--- src/rtl/uart_rx_deser_pkg.sv ---
// Shared definitions for the UART receive path: FSM state encoding, frame
// width and the baud divisor helper that the transmit side will reuse.
package uart_rx_deser_pkg;

  localparam int UART_DATA_BITS = 8;

  typedef enum logic [2:0] {
    ST_IDLE      = 3'd0,
    ST_START     = 3'd1,
    ST_DATA      = 3'd2,
    ST_STOP      = 3'd3,
    ST_WAIT_IDLE = 3'd4
  } rx_state_e;

  // Core clocks per serial bit; integer division, callers keep the result >= 4.
  function automatic int clks_per_bit(input int clk_freq, input int baud_rate);
    return clk_freq / baud_rate;
  endfunction

endpackage

--- src/rtl/uart_rx_fifo.sv ---
// Small synchronous byte FIFO between the receiver and the MMIO read path.
// Pointers carry an extra wrap bit so full and empty are told apart without a
// separate counter. The head entry is read straight from storage (no
// fall-through), and storage is cleared on reset so rdata is never X.
module uart_rx_fifo #(
  parameter int DEPTH = 4,
  parameter int WIDTH = 8
) (
  input  logic             clk,
  input  logic             rst,
  input  logic             push,
  input  logic [WIDTH-1:0] wdata,
  output logic             full,
  input  logic             pop,
  output logic [WIDTH-1:0] rdata,
  output logic             empty
);

  localparam int AW = $clog2(DEPTH);

  logic [WIDTH-1:0] mem_q [DEPTH];
  logic [WIDTH-1:0] mem_d [DEPTH];
  logic [AW:0]      wr_ptr_q, wr_ptr_d;
  logic [AW:0]      rd_ptr_q, rd_ptr_d;
  logic             do_push;
  logic             do_pop;

  assign empty = (wr_ptr_q == rd_ptr_q);
  assign full  = (wr_ptr_q[AW] != rd_ptr_q[AW]) &&
                 (wr_ptr_q[AW-1:0] == rd_ptr_q[AW-1:0]);
  assign rdata = mem_q[rd_ptr_q[AW-1:0]];

  // A push into a full FIFO only lands when the head is popped in the same cycle.
  always_comb begin
    do_pop   = pop && !empty;
    do_push  = push && (!full || do_pop);
    mem_d    = mem_q;
    wr_ptr_d = wr_ptr_q;
    rd_ptr_d = rd_ptr_q;
    if (do_push) begin
      mem_d[wr_ptr_q[AW-1:0]] = wdata;
      wr_ptr_d                = wr_ptr_q + 1'b1;
    end
    if (do_pop) begin
      rd_ptr_d = rd_ptr_q + 1'b1;
    end
  end

  // Storage and pointer registers.
  always_ff @(posedge clk) begin
    if (rst) begin
      mem_q    <= '{default: '0};
      wr_ptr_q <= '0;
      rd_ptr_q <= '0;
    end else begin
      mem_q    <= mem_d;
      wr_ptr_q <= wr_ptr_d;
      rd_ptr_q <= rd_ptr_d;
    end
  end

endmodule

--- src/rtl/uart_rx_deser.sv ---
// 8N1 serial receiver: synchronizes the raw line, finds the start edge, samples
// each bit near its midpoint with a baud counter, and queues good bytes in a
// small FIFO. Framing errors and FIFO overruns are reported as 1-cycle pulses.
module uart_rx_deser
  import uart_rx_deser_pkg::*;
#(
  parameter int CLK_FREQ   = 27_000_000,
  parameter int BAUD_RATE  = 115_200,
  parameter int FIFO_DEPTH = 4
) (
  input  logic       clk,
  input  logic       rst,
  input  logic       uart_rx,
  output logic [7:0] rdata,
  output logic       rvalid,
  input  logic       rready,
  output logic       busy,
  output logic       frame_err,
  output logic       overrun
);

  localparam int CLKS_PER_BIT = clks_per_bit(CLK_FREQ, BAUD_RATE);
  localparam int CNT_W        = $clog2(CLKS_PER_BIT);
  localparam int IDX_W        = $clog2(UART_DATA_BITS);

  localparam logic [CNT_W-1:0] HALF_LOAD = CNT_W'(CLKS_PER_BIT / 2 - 1);
  localparam logic [CNT_W-1:0] FULL_LOAD = CNT_W'(CLKS_PER_BIT - 1);
  localparam logic [IDX_W-1:0] LAST_IDX  = IDX_W'(UART_DATA_BITS - 1);

  rx_state_e                 state_q, state_d;
  logic                      sync1_q, sync1_d;
  logic                      sync2_q, sync2_d;
  logic [CNT_W-1:0]          cnt_q, cnt_d;
  logic [IDX_W-1:0]          idx_q, idx_d;
  logic [UART_DATA_BITS-1:0] shift_q, shift_d;
  logic                      busy_q, busy_d;
  logic                      frame_err_q, frame_err_d;
  logic                      overrun_q, overrun_d;
  logic                      rxs;
  logic                      expired;
  logic                      fifo_push;
  logic                      fifo_pop;
  logic                      fifo_full;
  logic                      fifo_empty;

  assign rxs       = sync2_q;
  assign expired   = (cnt_q == '0);
  assign rvalid    = !fifo_empty;
  assign fifo_pop  = rready && rvalid;
  assign busy      = busy_q;
  assign frame_err = frame_err_q;
  assign overrun   = overrun_q;

  // Next-state logic for the synchronizer, baud counter, bit index, shifter and FSM.
  always_comb begin
    sync1_d     = uart_rx;
    sync2_d     = sync1_q;
    state_d     = state_q;
    cnt_d       = cnt_q;
    idx_d       = idx_q;
    shift_d     = shift_q;
    fifo_push   = 1'b0;
    frame_err_d = 1'b0;
    overrun_d   = 1'b0;
    case (state_q)
      ST_IDLE: begin
        if (!rxs) begin
          cnt_d   = HALF_LOAD;
          state_d = ST_START;
        end
      end
      ST_START: begin
        if (!expired) begin
          cnt_d = cnt_q - 1'b1;
        end else if (!rxs) begin
          idx_d   = '0;
          cnt_d   = FULL_LOAD;
          state_d = ST_DATA;
        end else begin
          state_d = ST_IDLE;
        end
      end
      ST_DATA: begin
        if (!expired) begin
          cnt_d = cnt_q - 1'b1;
        end else begin
          shift_d[idx_q] = rxs;
          cnt_d          = FULL_LOAD;
          if (idx_q == LAST_IDX) begin
            state_d = ST_STOP;
          end else begin
            idx_d = idx_q + 1'b1;
          end
        end
      end
      ST_STOP: begin
        if (!expired) begin
          cnt_d = cnt_q - 1'b1;
        end else if (rxs) begin
          fifo_push = 1'b1;
          overrun_d = fifo_full && !fifo_pop;
          state_d   = ST_IDLE;
        end else begin
          frame_err_d = 1'b1;
          state_d     = ST_WAIT_IDLE;
        end
      end
      ST_WAIT_IDLE: begin
        if (rxs) begin
          state_d = ST_IDLE;
        end
      end
      default: begin
        state_d = ST_IDLE;
      end
    endcase
    busy_d = (state_d != ST_IDLE);
  end

  // Receiver registers; the synchronizer resets to the idle-high line level.
  always_ff @(posedge clk) begin
    if (rst) begin
      sync1_q     <= 1'b1;
      sync2_q     <= 1'b1;
      state_q     <= ST_IDLE;
      cnt_q       <= '0;
      idx_q       <= '0;
      shift_q     <= '0;
      busy_q      <= 1'b0;
      frame_err_q <= 1'b0;
      overrun_q   <= 1'b0;
    end else begin
      sync1_q     <= sync1_d;
      sync2_q     <= sync2_d;
      state_q     <= state_d;
      cnt_q       <= cnt_d;
      idx_q       <= idx_d;
      shift_q     <= shift_d;
      busy_q      <= busy_d;
      frame_err_q <= frame_err_d;
      overrun_q   <= overrun_d;
    end
  end

  uart_rx_fifo #(
    .DEPTH (FIFO_DEPTH),
    .WIDTH (UART_DATA_BITS)
  ) u_fifo (
    .clk   (clk),
    .rst   (rst),
    .push  (fifo_push),
    .wdata (shift_q),
    .full  (fifo_full),
    .pop   (fifo_pop),
    .rdata (rdata),
    .empty (fifo_empty)
  );

endmodule

--- config.mk ---
export PLATFORM = sky130hd
export DESIGN_NAME = uart_rx_deser
export DESIGN_NICKNAME = d
export VERILOG_FILES = /design/src/rtl/uart_rx_deser_pkg.sv /design/src/rtl/uart_rx_fifo.sv /design/src/rtl/uart_rx_deser.sv
export SDC_FILE = /design/constraint.sdc
export NUM_CORES = 1
export LEC_CHECK = 0
export CAP_MARGIN = 10
export CORE_ASPECT_RATIO = 0.8
export CORE_MARGIN = 3
export CORE_UTILIZATION = 50
export DETAILED_ROUTE_END_ITERATION = 16
export PLACE_DENSITY = 0.82
export SLEW_MARGIN = 20
export SYNTH_ARGS = -nofsm -noshare
export SYNTH_HDL_FRONTEND = slang
export SYNTH_SLANG_ARGS = --single-unit
--- constraint.sdc ---
create_clock -name clk -period 2.34 [get_ports clk]
set_input_delay 0.234 -clock clk [delete_from_list [all_inputs] [get_ports clk]]
set_output_delay 0.234 -clock clk [all_outputs]
set_load 0.05 [all_outputs]
==> metrics.md <==
| Metric | Value |
|---|---|
| Status | `completed` |
| DIE HEIGHT | `76.60 um` |
| VDD IR-drop max | `0.4342 mV` |
| Port Buffers | `15` |
| Syn Area/Cell | `9.441 sq um` |
| Max-Cap Viols | `0` |
| Synth Net Count | `343` |
| Top Metal Used | `met4` |
| Clock net sink count | `65` |
| Clock transition at the registers of the reported paths | `0.08 ns` |
| Synthesized instance count | `330` |
| Register area share after synthesis | `41.77%` |
| DRC Markers | `0` |
| Htree depth | `3` |
| Fin. Hold Viols | `0` |
| Share of cells above drive strength 1 | `20.44%` |
| Crit share post-route | `96.61%` |
| Nets | `370` |
| Max-slew headroom | `65.21%` |
| Gpl congestion | `0.8957` |
| TritonCTS clock tree | `done` |
| Die W | `94.26 um` |
| All-Layer GR Usage | `20.20%` |
| Fin crit period | `2.261 ns` |
| Total gr overflow | `0` |
| Setup CP Type | `reg -> reg` |
| Vias | `2469` |
| Rows | `25` |
| Worst min path class | `in -> reg` |
| Final wirelength | `6.497 mm` |
| Clock Skew | `0.01295 ns` |
| FF+latch count, synth | `65` |
| TritonRoute pass-1 iters | `5` |
| Async SR Flop Fraction | `0%` |
| Antenna Cells | `0` |
| Post-Synth XOR/XNOR Area | `2.490%` |
| Netlist cell types | `47` |
| First DRT Iteration DRCs | `178` |
| Antenna-violating nets left | `0` |
| Max Clk Rate | `442.4 MHz` |
| Worst-margin pin slew | `0.5219 ns` |
| Vias in the first global route | `2364` |
| Met2 wire len | `3.028 mm` |
| Met3 WL post-DR | `316 um` |
| First-pass GRT wire length | `11.41 mm` |
| Core footprint | `0.005974 sq mm` |
| Routed wire per std cell | `14.67 um` |
| Maximum clock path buffer count | `2` |
| Synth Area in Compound Gates | `9.036%` |
| Pwr/cell area | `602.7 mW/mm^2` |
| Critical Path Sink Type | `register` |
| Final Max Slew Viols | `0` |
| Cell area after synthesis | `0.003115 sq mm` |
| M1 wire length | `3.090 mm` |
| Die area | `0.007220 sq mm` |
| Area share of and/or/nand/nor cells after synthesis | `22.29%` |
| Root Buffer | `clkbuf_8` |
| Leakage power | `1.286 nW` |
| HPWL Detailed | `4.584 mm` |
| Yosys warning count | `0` |
| Initial Util | `52.15%` |
| CTS buffer count | `9` |
| I/O pin count | `16` |
| Post-Place Cells | `425` |
| Startpoint Class | `register` |
| Non-filler cells, final | `443` |
| Worst EP required | `2.59 ns` |
| Hold_buf cts | `0` |
| Largest net degree at the start of global routing | `25` |
| Post-synth top flop | `dfxtp_1` |
| Tot Pwr | `0.002171 W` |
| Post-synthesis adder-cell area fraction | `3.614%` |
| Setup violators final | `0` |
| Mux cell area share after synthesis | `16.06%` |
| Area Overhead vs Synth | `15.62%` |
| Main combinational cell family by area after synthesis | `simple AND/OR/NAND/NOR gates` |
| RSZ-0062 raised after global routing | `no` |
| Post-synth EDFFs | `0` |
| Initial antenna violation count | `0` |
| Clk_lat worst skew | `0.35 ns` |
| Setup tns final | `0 ns` |
| Worst Path Arrival | `2.51 ns` |
| Via density | `5.573` |
| CP Max Fanout | `5` |
| Final hold slack | `0.2634 ns` |
==> placed cells by master (no fill, tap or decap), types with 4 or more instances in the layout <==
master,netlist,routed
nor3b_1,4,4
buf_4,3,28
clkdlybuf4s50_1,0,5
inv_1,9,7
or3_1,4,4
nand3b_1,4,4
ha_1,9,8
mux2i_1,32,32
mux4_2,8,8
o21ai_0,11,11
a21oi_1,24,24
nor3_1,5,5
nor2_1,48,48
clkinvlp_4,0,4
xnor2_1,4,4
nand2_1,25,25
dfxtp_1,65,64
clkbuf_8,0,9
or2_2,4,4
nand3_1,15,15
==> path summary, 6_finish.rpt <==
check	startpoint	endpoint	slack [ns]	depth (start not counted)
min reg2reg	sync1_q$_SDFF_PP1_	rxs$_SDFF_PP1_	0.42	1
max reg2reg	cnt_q[0]$_SDFFE_PP0P_	u_fifo.wr_ptr_q[2]$_SDFFE_PP0P_	0.08	7
max	cnt_q[0]$_SDFFE_PP0P_	u_fifo.wr_ptr_q[2]$_SDFFE_PP0P_	0.08	7
min	rst	u_fifo.rd_ptr_q[0]$_SDFFE_PP0P_	0.26	2
==> layer usage <==
| metal | up-vias | GRT usage, % |
|---|---|---|
| met3 | 9 | 6.515 |
| met4 | 0 | 7.359 |
| li1 | 1226 | - |
| met2 | 62 | 30.59 |
| met1 | 1172 | 26.88 |
| met5 | - | 0 |
==> layout make-up <==
type | instances | area, sq um
fill | 497 | 2372
multi-input combinational | 236 | 1699
sequential | 65 | 1303
timing repair buffer | 36 | 289.0
clock buffer | 9 | 123.9
tap | 81 | 101.3
clock inverter | 7 | 52.55
inverter | 9 | 33.78
==> critical path, cell delays in order, from the launching register on <==
cell     delay, ns
dfxtp_2       0.34
inv_2         0.10
ha_4          0.14
or3b_4        0.37
or3_4         0.39
or4_4         0.59
xor2_2        0.19
nor2_2        0.04
==> power by group <==
part / internal (W) / switching [W]
sequential: 0.00112 / 0.0000120
combinational: 0.0000717 / 0.000118
clock: 0.000388 / 0.000464
total: 0.00158 / 0.000593
==> repair_timing <==
action | 4_1_cts | 5_1_grt
gates resized for setup | 0 | 8
setup buffers | 0 | 1
hold endpoints to repair | 0 | 0
endpoints found under the setup margin | 0 | 12
==> stage by stage <==
stage	utilization, %	instance area [sq um]	worst slack (ns)
6_report	60.29	3602	0.07937
5_1_grt	60.29	3602	0.002523
4_1_cts	59.64	3563	0.006333
3_5_place_dp	56.69	3387	0.04089
3_3_place_gp	56.69	3387	0.1125
2_1_floorplan	-	3124	-0.01712
==> sequential cells by signal, indices dropped and copies added, names as in the netlist, 3 cells and up <==
| signal | cells |
|---|---|
| u_fifo.mem_q | 32 |
| cnt_q | 8 |
| shift_q | 8 |
| idx_q | 3 |
| state_q | 3 |
| u_fifo.rd_ptr_q | 3 |
| u_fifo.wr_ptr_q | 3 |
==> synth_stat cells (2+ instances only) <==
| cell type | n | area (sq um) |
|---|---|---|
| or2_2 | 4 | 25.02 |
| nand3_1 | 15 | 75.07 |
| nor4_4 | 3 | 63.81 |
| or3b_2 | 2 | 17.52 |
| nor3b_1 | 4 | 30.03 |
| mux4_2 | 8 | 180.2 |
| nand2_1 | 25 | 93.84 |
| xnor2_1 | 4 | 35.03 |
| nand3b_1 | 4 | 30.03 |
| a21oi_1 | 24 | 120.1 |
| nand2b_1 | 3 | 18.77 |
| a211oi_1 | 2 | 15.01 |
| buf_4 | 3 | 22.52 |
| a311oi_1 | 2 | 17.52 |
| inv_1 | 9 | 33.78 |
| dfxtp_1 | 65 | 1301 |
| a21o_1 | 2 | 15.01 |
| clkbuf_1 | 10 | 37.54 |
| mux2i_1 | 32 | 320.3 |
| buf_2 | 3 | 15.01 |
| nor3_1 | 5 | 25.02 |
| or3_1 | 4 | 25.02 |
| buf_6 | 2 | 22.52 |
| buf_1 | 2 | 7.510 |
| nor4_1 | 2 | 12.51 |
| nand4_1 | 2 | 12.51 |
| o21ai_0 | 11 | 55.05 |
| or4_1 | 2 | 15.01 |
| ha_1 | 9 | 112.6 |
| nor2_1 | 48 | 180.2 |
| xor2_1 | 3 | 26.28 |
==> cells by family after synthesis <==
kind of cell,after synthesis
flops,65
buf+inv,30
xor+xnor,8
mux,40
fa+ha+maj,9
compound gates,48
simple gates,130
Power figures use the tool's default switching activity.
